**src/rtl/dcache_direct_mapped_if.sv**
```systemverilog
// Core/backing-memory bus bundle for dcache_direct_mapped.
// slave modport: the cache view (core request + memory response in, load data,
// stall and memory request out). master modport: the core + backing-memory view.
interface dcache_direct_mapped_if #(
  parameter int unsigned ADDR_WIDTH = 32,
  parameter int unsigned DATA_WIDTH = 32
);
  logic [ADDR_WIDTH-1:0] addr;
  logic [DATA_WIDTH-1:0] write_data;
  logic                  write_enable;
  logic                  read_enable;
  logic [DATA_WIDTH-1:0] read_data;
  logic                  stall;
  logic                  mem_req;
  logic                  mem_we;
  logic [ADDR_WIDTH-1:0] mem_addr;
  logic [DATA_WIDTH-1:0] mem_wdata;
  logic                  mem_ready;
  logic [DATA_WIDTH-1:0] mem_rdata;

  modport slave (
    input  addr, write_data, write_enable, read_enable, mem_ready, mem_rdata,
    output read_data, stall, mem_req, mem_we, mem_addr, mem_wdata
  );

  modport master (
    output addr, write_data, write_enable, read_enable, mem_ready, mem_rdata,
    input  read_data, stall, mem_req, mem_we, mem_addr, mem_wdata
  );
endinterface

```
**src/rtl/dcache_direct_mapped.sv**
```systemverilog
// Direct-mapped, write-through, no-write-allocate data cache with one-word lines.
// Load hits return data in the same cycle; load misses and all stores raise stall
// until the backing memory answers with mem_ready.
// Ports:
//   clk, rst   clock and synchronous active-high reset
//   bus        dcache_direct_mapped_if.slave (core request/response + backing memory)
//   hit_count, miss_count  (only with DCACHE_STATS_EN) saturating 32-bit counters
// Optional feature macro: DCACHE_STATS_EN.
// stall, read_data and the mem_* outputs are combinational from the state register
// and the held core request, so hits and mem_ready completions take effect at once.
module dcache_direct_mapped #(
  parameter int unsigned N_LINES    = 16,
  parameter int unsigned ADDR_WIDTH = 32,
  parameter int unsigned DATA_WIDTH = 32
) (
  input  logic clk,
  input  logic rst,
  dcache_direct_mapped_if.slave bus
`ifdef DCACHE_STATS_EN
  ,
  output logic [31:0] hit_count,
  output logic [31:0] miss_count
`endif
);

  localparam int unsigned IDX_W = $clog2(N_LINES);
  localparam int unsigned TAG_W = ADDR_WIDTH - IDX_W - 2;

  typedef enum logic [1:0] {
    IDLE  = 2'd0,
    FILL  = 2'd1,
    WRITE = 2'd2
  } state_e;

  state_e                state_q;
  state_e                state_d;
  logic [N_LINES-1:0]    valid_q;
  logic [TAG_W-1:0]      tag_q  [N_LINES];
  logic [DATA_WIDTH-1:0] data_q [N_LINES];

  logic [IDX_W-1:0]      idx;
  logic [TAG_W-1:0]      tag;
  logic                  hit;
  logic                  fill_c;
  logic                  update_c;
  logic                  hit_event_c;
  logic                  stall_c;
  logic [DATA_WIDTH-1:0] read_data_c;
  logic                  mem_req_c;
  logic                  mem_we_c;
  logic                  unused_addr_bits;

  // Address split: byte offset bits are ignored, word accesses only.
  assign idx              = bus.addr[IDX_W+1:2];
  assign tag              = bus.addr[ADDR_WIDTH-1:IDX_W+2];
  assign hit              = valid_q[idx] && (tag_q[idx] == tag);
  assign unused_addr_bits = ^bus.addr[1:0];

  // Next state and outputs; reset forces every output to its idle value.
  always_comb begin
    state_d     = state_q;
    stall_c     = 1'b0;
    read_data_c = '0;
    mem_req_c   = 1'b0;
    mem_we_c    = 1'b0;
    fill_c      = 1'b0;
    update_c    = 1'b0;
    hit_event_c = 1'b0;
    case (state_q)
      IDLE: begin
        if (bus.write_enable) begin
          // Store wins over a simultaneous load.
          state_d = WRITE;
          stall_c = 1'b1;
        end else if (bus.read_enable && !hit) begin
          state_d = FILL;
          stall_c = 1'b1;
        end else if (bus.read_enable) begin
          read_data_c = data_q[idx];
          hit_event_c = 1'b1;
        end
      end
      FILL: begin
        mem_req_c = 1'b1;
        stall_c   = !bus.mem_ready;
        if (bus.mem_ready) begin
          // Bypass the returning word so the core advances this cycle.
          read_data_c = bus.mem_rdata;
          fill_c      = 1'b1;
          state_d     = IDLE;
        end
      end
      WRITE: begin
        mem_req_c = 1'b1;
        mem_we_c  = 1'b1;
        stall_c   = !bus.mem_ready;
        if (bus.mem_ready) begin
          update_c = hit;
          state_d  = IDLE;
        end
      end
      default: state_d = IDLE;
    endcase
    if (rst) begin
      stall_c     = 1'b0;
      read_data_c = '0;
      mem_req_c   = 1'b0;
      mem_we_c    = 1'b0;
      fill_c      = 1'b0;
      update_c    = 1'b0;
      hit_event_c = 1'b0;
    end
  end

  // State register and valid bits; reset abandons any transaction in flight.
  always_ff @(posedge clk) begin
    if (rst) begin
      state_q <= IDLE;
      valid_q <= '0;
    end else begin
      state_q <= state_d;
      if (fill_c) begin
        valid_q[idx] <= 1'b1;
      end
    end
  end

  // Tag and data arrays need no reset; valid bits qualify them.
  always_ff @(posedge clk) begin
    if (fill_c) begin
      tag_q[idx]  <= tag;
      data_q[idx] <= bus.mem_rdata;
    end else if (update_c) begin
      data_q[idx] <= bus.write_data;
    end
  end

  assign bus.stall     = stall_c;
  assign bus.read_data = read_data_c;
  assign bus.mem_req   = mem_req_c;
  assign bus.mem_we    = mem_we_c;
  assign bus.mem_addr  = {bus.addr[ADDR_WIDTH-1:2], 2'b00};
  assign bus.mem_wdata = bus.write_data;

`ifdef DCACHE_STATS_EN
  // Saturating hit/miss counters.
  always_ff @(posedge clk) begin
    if (rst) begin
      hit_count  <= '0;
      miss_count <= '0;
    end else begin
      if (hit_event_c && (hit_count != 32'hFFFF_FFFF)) begin
        hit_count <= hit_count + 32'd1;
      end
      if (fill_c && (miss_count != 32'hFFFF_FFFF)) begin
        miss_count <= miss_count + 32'd1;
      end
    end
  end
`endif

endmodule

```
**src/flat_wrapper.sv**
```systemverilog
// flat-port wrapper written by rule: the top's interface ports become plain ports
module dcache_direct_mapped_flat 
#(
  parameter int unsigned N_LINES    = 16,
  parameter int unsigned ADDR_WIDTH = 32,
  parameter int unsigned DATA_WIDTH = 32
)
  (clk, rst, bus_addr, bus_write_data, bus_write_enable, bus_read_enable, bus_mem_ready, bus_mem_rdata, bus_read_data, bus_stall, bus_mem_req, bus_mem_we, bus_mem_addr, bus_mem_wdata);
  dcache_direct_mapped_if #(.ADDR_WIDTH(ADDR_WIDTH), .DATA_WIDTH(DATA_WIDTH)) bus_i ();
  input  logic clk;
  input  logic rst;
  input wire logic [$bits(bus_i.addr)-1:0] bus_addr;
  input wire logic [$bits(bus_i.write_data)-1:0] bus_write_data;
  input wire logic [$bits(bus_i.write_enable)-1:0] bus_write_enable;
  input wire logic [$bits(bus_i.read_enable)-1:0] bus_read_enable;
  input wire logic [$bits(bus_i.mem_ready)-1:0] bus_mem_ready;
  input wire logic [$bits(bus_i.mem_rdata)-1:0] bus_mem_rdata;
  output wire logic [$bits(bus_i.read_data)-1:0] bus_read_data;
  output wire logic [$bits(bus_i.stall)-1:0] bus_stall;
  output wire logic [$bits(bus_i.mem_req)-1:0] bus_mem_req;
  output wire logic [$bits(bus_i.mem_we)-1:0] bus_mem_we;
  output wire logic [$bits(bus_i.mem_addr)-1:0] bus_mem_addr;
  output wire logic [$bits(bus_i.mem_wdata)-1:0] bus_mem_wdata;
  assign bus_i.addr = bus_addr;
  assign bus_i.write_data = bus_write_data;
  assign bus_i.write_enable = bus_write_enable;
  assign bus_i.read_enable = bus_read_enable;
  assign bus_i.mem_ready = bus_mem_ready;
  assign bus_i.mem_rdata = bus_mem_rdata;
  assign bus_read_data = bus_i.read_data;
  assign bus_stall = bus_i.stall;
  assign bus_mem_req = bus_i.mem_req;
  assign bus_mem_we = bus_i.mem_we;
  assign bus_mem_addr = bus_i.mem_addr;
  assign bus_mem_wdata = bus_i.mem_wdata;
  dcache_direct_mapped #(.N_LINES(N_LINES), .ADDR_WIDTH(ADDR_WIDTH), .DATA_WIDTH(DATA_WIDTH)) u_core (.clk(clk), .rst(rst), .bus(bus_i));
endmodule
```
**config.mk**
```make
export PLATFORM = sky130hd
export DESIGN_NAME = dcache_direct_mapped_flat
export DESIGN_NICKNAME = d
export VERILOG_FILES = /design/src/rtl/dcache_direct_mapped_if.sv /design/src/rtl/dcache_direct_mapped.sv /design/src/flat_wrapper.sv
export SDC_FILE = /design/constraint.sdc
export NUM_CORES = 1
export LEC_CHECK = 0
export CAP_MARGIN = 20
export CORE_MARGIN = 3
export CORE_UTILIZATION = 44
export CTS_CLUSTER_DIAMETER = 50
export DETAILED_ROUTE_END_ITERATION = 10
export SYNTH_ARGS = -nofsm -noshare
export SYNTH_HDL_FRONTEND = slang
export SYNTH_SLANG_ARGS = --single-unit
```
**constraint.sdc**
```tcl
create_clock -name clk -period 10.35 [get_ports clk]
set_clock_uncertainty 0.15 [all_clocks]
set_input_delay 2.07 -clock clk [delete_from_list [all_inputs] [get_ports clk]]
set_output_delay 2.07 -clock clk [all_outputs]
set_load 0.02 [all_outputs]
```
==> metrics.md, run 1 <==
| Metric | Value |
|---|---|
| Vias in the first global route | `19,844` |
| Synth Cell Area | `approximately 38,000 µm²` |
| CTS H-Tree Depth | `3` |
| # setup viols final | `0` |
| Post-synth cell types | `a little over 60` |
| Initial antenna violation count | `2` |
| Post-DP HPWL | `48,150 µm` |
| WHS Path Cells | `2` |
| Startpoint types | `input pin` |
| FP Rows | `107` |
| DRC errors left | `0` |
| Setup_tns | `0 ns` |
| Area of the die | `90,450 µm²` |
| Post-DP Area | `roughly 41,000 µm²` |
| Unrepaired setup endpoints after global routing | `false` |
| Post-Route WL | `88,030 µm` |
| Slew headroom | `30.93%` |
| Io pins | `200` |
| Fill cells | `roughly 6,700` |
| Minimum clock period | `9.023 ns` |
| Clock tree sinks | `946` |
| Post-route design area | `45,120 µm²` |
| Initial core utilization | `44.62%` |
| Crit path from | `bus_addr[2]` |
| Max Slew Vio Count | `0` |
| Crit path DAT | `6.80 ns` |
| CTS tree | `yes` |
| Largest stage delay, worst path | `0.76 ns` |
| Via Count | `between 15,000 and 20,000` |
| Hold Crit Endpoint | `u_core.valid_q[13]` |
| DRT iter0 DRCs | `roughly 1,500` |
| Global-route wire length before repair | `roughly 130,000 µm` |
| Final period utilization | `87.18%` |
| Pre-CTS setup slack | `1.374 ns` |
| GRT Total Usage | `between 10% and 20%` |
| Peak VDD IR | `0.1412 mV` |
| CTS clk-pin slew, worst paths | `about 0.06 ns` |
| Main flop type after synthesis | `edfxtp_1` |
| Status | `finished, final reports clean` |
| Clock latency on the worst-skew pair | `0.69 ns` |
| Clk buf depth | `3` |
| Syn avg cell area | `a little over 20 µm²` |
| Gpl congestion | `between 0.7 and 0.8` |
| Post-synth EDFFs | `928` |
| R2r startpoint | `u_core.tag_q[7][7]` |
| Crit-path slowest cell | `a2111oi_0` |
| Worst Hold Launch | `u_core.valid_q[13]` |
| Actual slew at the worst max-slew pin | `1.033 ns` |
| Sequential element share of the synthesized area | `73.84%` |
| PortBufs | `195` |
| Ys async rst share | `0%` |
| Hold Slack | `between 0.3 and 0.4 ns` |
| Crit end category | `primary output` |
| Leakage | `14.34 nW` |
| Final ANT Viol Nets | `0` |
| Final Hold Fails | `0` |
| Share of cells above drive strength 1 | `25.56%` |
| Vias per cell | `approximately 5.7` |
| Setup CP Type | `in2out` |
| Hold_buf cts | `0` |
| Worst reg2reg setup slack | `4.96 ns` |
| Worst r2r path cells | `10` |
| DIE HEIGHT | `about 300 µm` |
| WL/cell | `26.52 µm` |
| Cell Pwr Density | `187.2 nW/µm²` |
| Die W | `300.8 µm` |
| Crit-path cells | `buf_8 -> or2b_1 -> a211oi_1 -> o31a_1 -> a2111oi_0 -> a32oi_1 -> nor4_2 -> nand4_1 -> buf_4 -> o21ai_0 -> clkdlybuf4s50_1` |
| Fmax | `110.8 MHz` |
| Crit path max-delay family | `compound AO/OA/AOI/OAI gates` |
| Largest net degree at the start of global routing | `97` |
| Total grt overflow | `0` |
| Max cap viols | `0` |
| Synth Warn # | `0` |
| Post-CTS sizing | `0` |
| Crit-path max FO | `59` |
| Initial DRT Pass Iterations | `7` |
| Final #Nets | `2,190` |
| Setup ws final | `1.327 ns` |
| WP buf/inv | `3` |
| Core area | `85,680 µm²` |
| Post-CTS Setup Bufs | `0` |
| Cells after synthesis | `1,880` |
| Clock root buffer | `clkbuf_16` |
| Min-Delay Path Class | `reg2reg` |
| Reg2reg end | `u_core.data_q[14][24]` |
| Area grow syn2layout | `18.03%` |
| CTS buffer count | `~110` |
| WP data required | `8.13 ns` |
| Number of cells on the critical path | `11` |
| Flops & latches, synth | `between 900 and 1,000` |
[worst max-delay path by stage]
stage,to
floorplan,u_core.data_q[10][0]
global placement,bus_read_data[22]
detailed placement,bus_read_data[21]
CTS,bus_read_data[21]
global route,bus_read_data[30]
finish,bus_read_data[21]
[layer usage]
layer  vias to the layer above  GRT usage [%]  wire, µm
met4                         4          5.031      1776
met2                       584          32.87     44070
met1                     10079          27.05     37230
met5                         -              0        33
li1                       8089              -         -
met3                       125          3.035      4923
[cells in the final DEF (no fill, tap or decap), drive strengths merged, types with 5 or more instances in the layout]
| cell | instances |
|---|---|
| bufinv | 12 |
| nor3 | 11 |
| clkdlybuf4s50 | 191 |
| mux2i | 80 |
| nor2 | 30 |
| inv | 70 |
| nand3 | 8 |
| clkinvlp | 9 |
| a211oi | 19 |
| buf | 64 |
| xnor2 | 19 |
| mux4 | 235 |
| clkbuf | 116 |
| edfxtp | 928 |
| a22oi | 17 |
| a31oi | 5 |
| dfxtp | 18 |
| a22o | 8 |
| mux2 | 49 |
| nand2 | 54 |
| nand2b | 8 |
| nor2b | 15 |
| o21ai | 41 |
| o22ai | 27 |
| xor2 | 12 |
| a21oi | 6 |
| clkinv | 55 |
[cell type report]
cell class,instances,area [µm²],share of cell area [%]
Clock inverter,83,913.4,2.024
Clock buffer,115,2708,6.001
Sequential cell,946,28230,62.56
Multi-Input combinational cell,712,9139,20.25
Antenna cell,1,2.502,0.005546
Tap cell,1144,1431,3.172
Timing Repair Buffer,256,2462,5.457
Inverter,63,236.5,0.5241
[sequential cells by signal (all words and copies together) (netlist names)]
signal	cells
u_core.tag_q	416
u_core.state_q	2
u_core.data_q	512
u_core.valid_q	16
[logic make-up (layout without fill, tap and decap cells)]
family,count (synthesis),after routing,synth area share [%]
DFF,946,946,73.84
muxes,364,364,17.38
buffers and inverters,223,517,3.106
and+or+nand+nor,156,156,2.075
AOI/OAI and AO/OA,155,155,2.746
xor gates and xnor gates,31,31,0.7102
adders and majority gates,4,4,0.1309
other,1,3,0.009810
[Yosys cell counts, types with 18 or more instances]
| library cell | count | share of area (%) |
|---|---|---|
| o21ai_0 | 41 | 0.54 |
| nor2_1 | 30 | 0.29 |
| mux4_2 | 235 | 14 |
| xnor2_1 | 19 | 0.44 |
| mux2i_1 | 80 | 2.1 |
| inv_1 | 62 | 0.61 |
| o22ai_1 | 27 | 0.44 |
| buf_4 | 73 | 1.4 |
| edfxtp_1 | 928 | 73 |
| dfxtp_1 | 18 | 0.94 |
| clkbuf_1 | 50 | 0.49 |
| mux2_2 | 49 | 1.4 |
| a211oi_1 | 19 | 0.37 |
| nand2_1 | 54 | 0.53 |
[tightest hold or removal path, delay by kind of cell, from the launching register on]
kind,cells,cell delay [ns]
compound gates,1,0.07
flops,1,0.31
buf+inv,1,0.05
[per-stage QoR]
stage	power, mW	instances	utilization (%)
final	8.448	3320	52.66
after detailed placement	4.769	3121	48.43
after global placement	4.760	3120	48.40
after floorplan	4.586	1881	-
after CTS	8.535	3319	52.66
after global routing	8.718	3319	52.66
[power by group]
group	switching, mW	leakage, nW	internal [mW]
Sequential	0.00211	8.48	4.21
Clock	1.55	1.74	2.22
Combinational	0.265	4.11	0.205
Power figures use the tool's default switching activity.
==> run 2: changes to the inputs <==
TNS_END_PERCENT = 100   (was unset)
clock period = 8.4 ns   (was 10.35 ns; I/O delays follow)
==> run 2 against run 1 <==
Effect of this change:
- worst setup slack worse by 0.62 ns
- non-clock buffer count is 18 higher
- cell count is 0.54% higher
- critical endpoint is now bus_read_data[2]
- sequential cell count stayed put
- sequential share of layout area is 0.31 points lower
- largest cell class unchanged
- wire length is 1.7% higher
- die area stayed put
==> metrics.md, run 2 (synthesized netlist as in run 1, its figures left out) <==
| Metric | Value |
|---|---|
| Die W | `300.8 µm (unchanged)` |
| Reg2reg end | `u_core.data_q[14][27]` |
| Max cap viols | `0 (unchanged)` |
| Clock tree sinks | `946 (unchanged)` |
| Most common cell after layout, fill and taps aside | `edfxtp_1` |
| Post-Route WL | `89,500 µm (+1.7%)` |
| WL/cell | `26.81 µm (+1.1%)` |
| Max reg flops | `512 (unchanged)` |
| Slew headroom | `36.06% (+5.1 points)` |
| DIE HEIGHT | `300.8 µm (unchanged)` |
| Post-CTS sizing | `0 (unchanged)` |
| Vias in the first global route | `19,638 (-1.0%)` |
| Most frequent cells in the layout | `edfxtp_1, mux4_2, clkdlybuf4s50_1, clkbuf_16, mux2i_1` |
| Final #Nets | `2,208 (+0.82%)` |
| Min-Delay Path Class | `reg2reg` |
| Share of cells above drive strength 1 | `25.71% (+0.14 points)` |
| Initial core utilization | `44.62% (unchanged)` |
| Via Count | `19,015 (+0.71%)` |
| # diodes | `0 (-1)` |
| Total grt overflow | `0 (unchanged)` |
| Top Registers | `u_core.data_q x512, u_core.tag_q x416, u_core.valid_q x16` |
| Global-route wire length before repair | `131,500 µm (+0.75%)` |
| CTS buffer count | `106 (unchanged)` |
| Post-DP Area | `41,700 µm² (+0.49%)` |
| Setup CP Type | `in2out` |
| Sequential share of power | `49.6% (-0.3 points)` |
| R2r startpoint | `u_core.tag_q[7][7]` |
| Crit path to | `bus_read_data[2]` |
| Final ANT Viol Nets | `0 (unchanged)` |
| Crit path DAT | `5.86 ns (-0.94 ns)` |
| Vias per cell | `5.697 (+0.17%)` |
| FP Rows | `107 (unchanged)` |
| Leakage | `14.47 nW (+0.89%)` |
| Setup_tns | `0 ns (unchanged)` |
| Largest net degree at the start of global routing | `61 (-37%)` |
| Cell Pwr Density | `230.7 nW/µm² (+23%)` |
| Fmax | `130.0 MHz` |
| Clock latency on the worst-skew pair | `0.69 ns (about the same)` |
| Peak VDD IR | `0.1793 mV (+27%)` |
| Gpl congestion | `0.7945 (+0.25%)` |
| Initial DRT Pass Iterations | `5 (-2)` |
| Initial antenna violation count | `1 (-1)` |
| Minimum clock period | `7.691 ns` |
| Crit end category | `primary output` |
| Clk buf depth | `3 (unchanged)` |
| Switching power | `2.242 mW (+24%)` |
| Area grow syn2layout | `18.61%` |
| PortBufs | `195 (unchanged)` |
| CTS H-Tree Depth | `3 (unchanged)` |
| Reg area | `28,230 µm² (unchanged)` |
| Post-route design area | `45,340 µm² (+0.49%)` |
| Pre-CTS setup slack | `0.6716 ns (-0.7019 ns)` |
| Final period utilization | `between 90 and 100%` |
| Comb pwr share | `5.6% (about the same)` |
| CTS tree | `yes` |
| Status | `finished, final reports clean` |
| GRT Total Usage | `19.84% (+0.25 points)` |
| Unrepaired setup endpoints after global routing | `false` |
| Sw frac | `21.43% (-0.034 points)` |
| Area occupied by multi-input gates | `9139 µm² (unchanged)` |
| WP data required | `6.57 ns (-1.56 ns)` |
| Clock share of power | `44.7% (about the same)` |
| Hold Slack | `0.3239 ns (-0.0001830 ns)` |
| Post-CTS Setup Bufs | `0 (unchanged)` |
| Fill cells | `6,670 (-1.0%)` |
| Setup ws final | `0.7086 ns (-0.6183 ns)` |
| DRC errors left | `0 (unchanged)` |
| CTS clk-pin slew, worst paths | `0.06 ns (about the same)` |
| Startpoint types | `input pin` |
| Max Slew Vio Count | `0 (unchanged)` |
| Clock root buffer | `clkbuf_16` |
| Actual slew at the worst max-slew pin | `0.9591 ns (-0.07363 ns)` |
| Crit path from | `bus_addr[2]` |
| Area of the die | `90,450 µm² (unchanged)` |
| Final Hold Fails | `0 (unchanged)` |
| Top reg by flops | `u_core.data_q` |
| Post-DP HPWL | `49,740 µm (+3.3%)` |
| DRT iter0 DRCs | `1,791 (+16%)` |
| Int Pwr | `8.219 mW (+24%)` |
| Worst r2r path cells | `11 (+1)` |
| Core area | `85,680 µm² (unchanged)` |
| Hold_buf cts | `0 (unchanged)` |
| Io pins | `200 (unchanged)` |
| Worst reg2reg setup slack | `3.74 ns (-1.22 ns)` |
| Crit-path max FO | `46 (-22%)` |
| # setup viols final | `0 (unchanged)` |
run 2: cell count changes in the layout (fill, tap and decap cells not counted), sizes merged:
cell	previous run	this run
diode	1	0
clkinvlp	9	2
inv	70	75
clkinv	55	44
buf	64	82
clkbuf	116	130
run 2: power by group through the flow:
stage / Sequential [mW] / Combinational (mW) / Clock, mW
after detailed placement: 5.29 / 0.595 / 0
after global routing: 5.19 / 0.636 / 4.96
after CTS: 5.19 / 0.597 / 4.76
after floorplan: 5.29 / 0.361 / 0
after global placement: 5.29 / 0.585 / 0
final: 5.19 / 0.591 / 4.68
run 2: per-layer routing:
layer,up-vias,part of all wire [%],global-route usage (%)
li1,8112,-,-
met1,10144,43,27.71
met2,624,50,32.94
met3,133,5.6,3.136
met4,2,2.0,4.973
met5,-,0.015,0
run 2: through the flow:
stage	instances	power, mW	util (%)
after floorplan	1881	5.650	-
after global placement	3136	5.874	48.61
after detailed placement	3138	5.885	48.67
after CTS	3337	10.55	52.89
after global routing	3338	10.79	52.92
final	3338	10.46	52.92
run 2: how the worst min path moves through the flow:
stage                             startpoint            endpoint  slack, ns  cells past startpoint
after floorplan           u_core.valid_q[14]  u_core.valid_q[14]       0.30                      2
after global routing       u_core.valid_q[5]   u_core.valid_q[5]       0.34                      2
after global placement    u_core.valid_q[14]  u_core.valid_q[14]       0.31                      2
after CTS                  u_core.valid_q[6]   u_core.valid_q[6]       0.32                      2
final                      u_core.valid_q[6]   u_core.valid_q[6]       0.32                      2
after detailed placement   u_core.valid_q[6]   u_core.valid_q[6]       0.31                      2
run 2: area by class of cell:
class                           count  area share (%)
Sequential cell                   946           62.26
Multi-Input combinational cell    712           20.16
Clock buffer                      129           6.157
Timing Repair Buffer              274           5.939
Tap cell                         1144           3.157
Clock inverter                     70           1.816
Inverter                           63          0.5216
run 2: worst max-delay path, stage by stage:
cell and delay (ns):
buf_8 0.34, buf_4 0.81, mux4_2 0.60, o22ai_1 0.33
nand4b_1 0.17, a211oi_1 0.25, and4b_1 0.36, nand4_1 0.17
buf_4 0.24, o21ai_0 0.21, clkdlybuf4s50_1 0.64
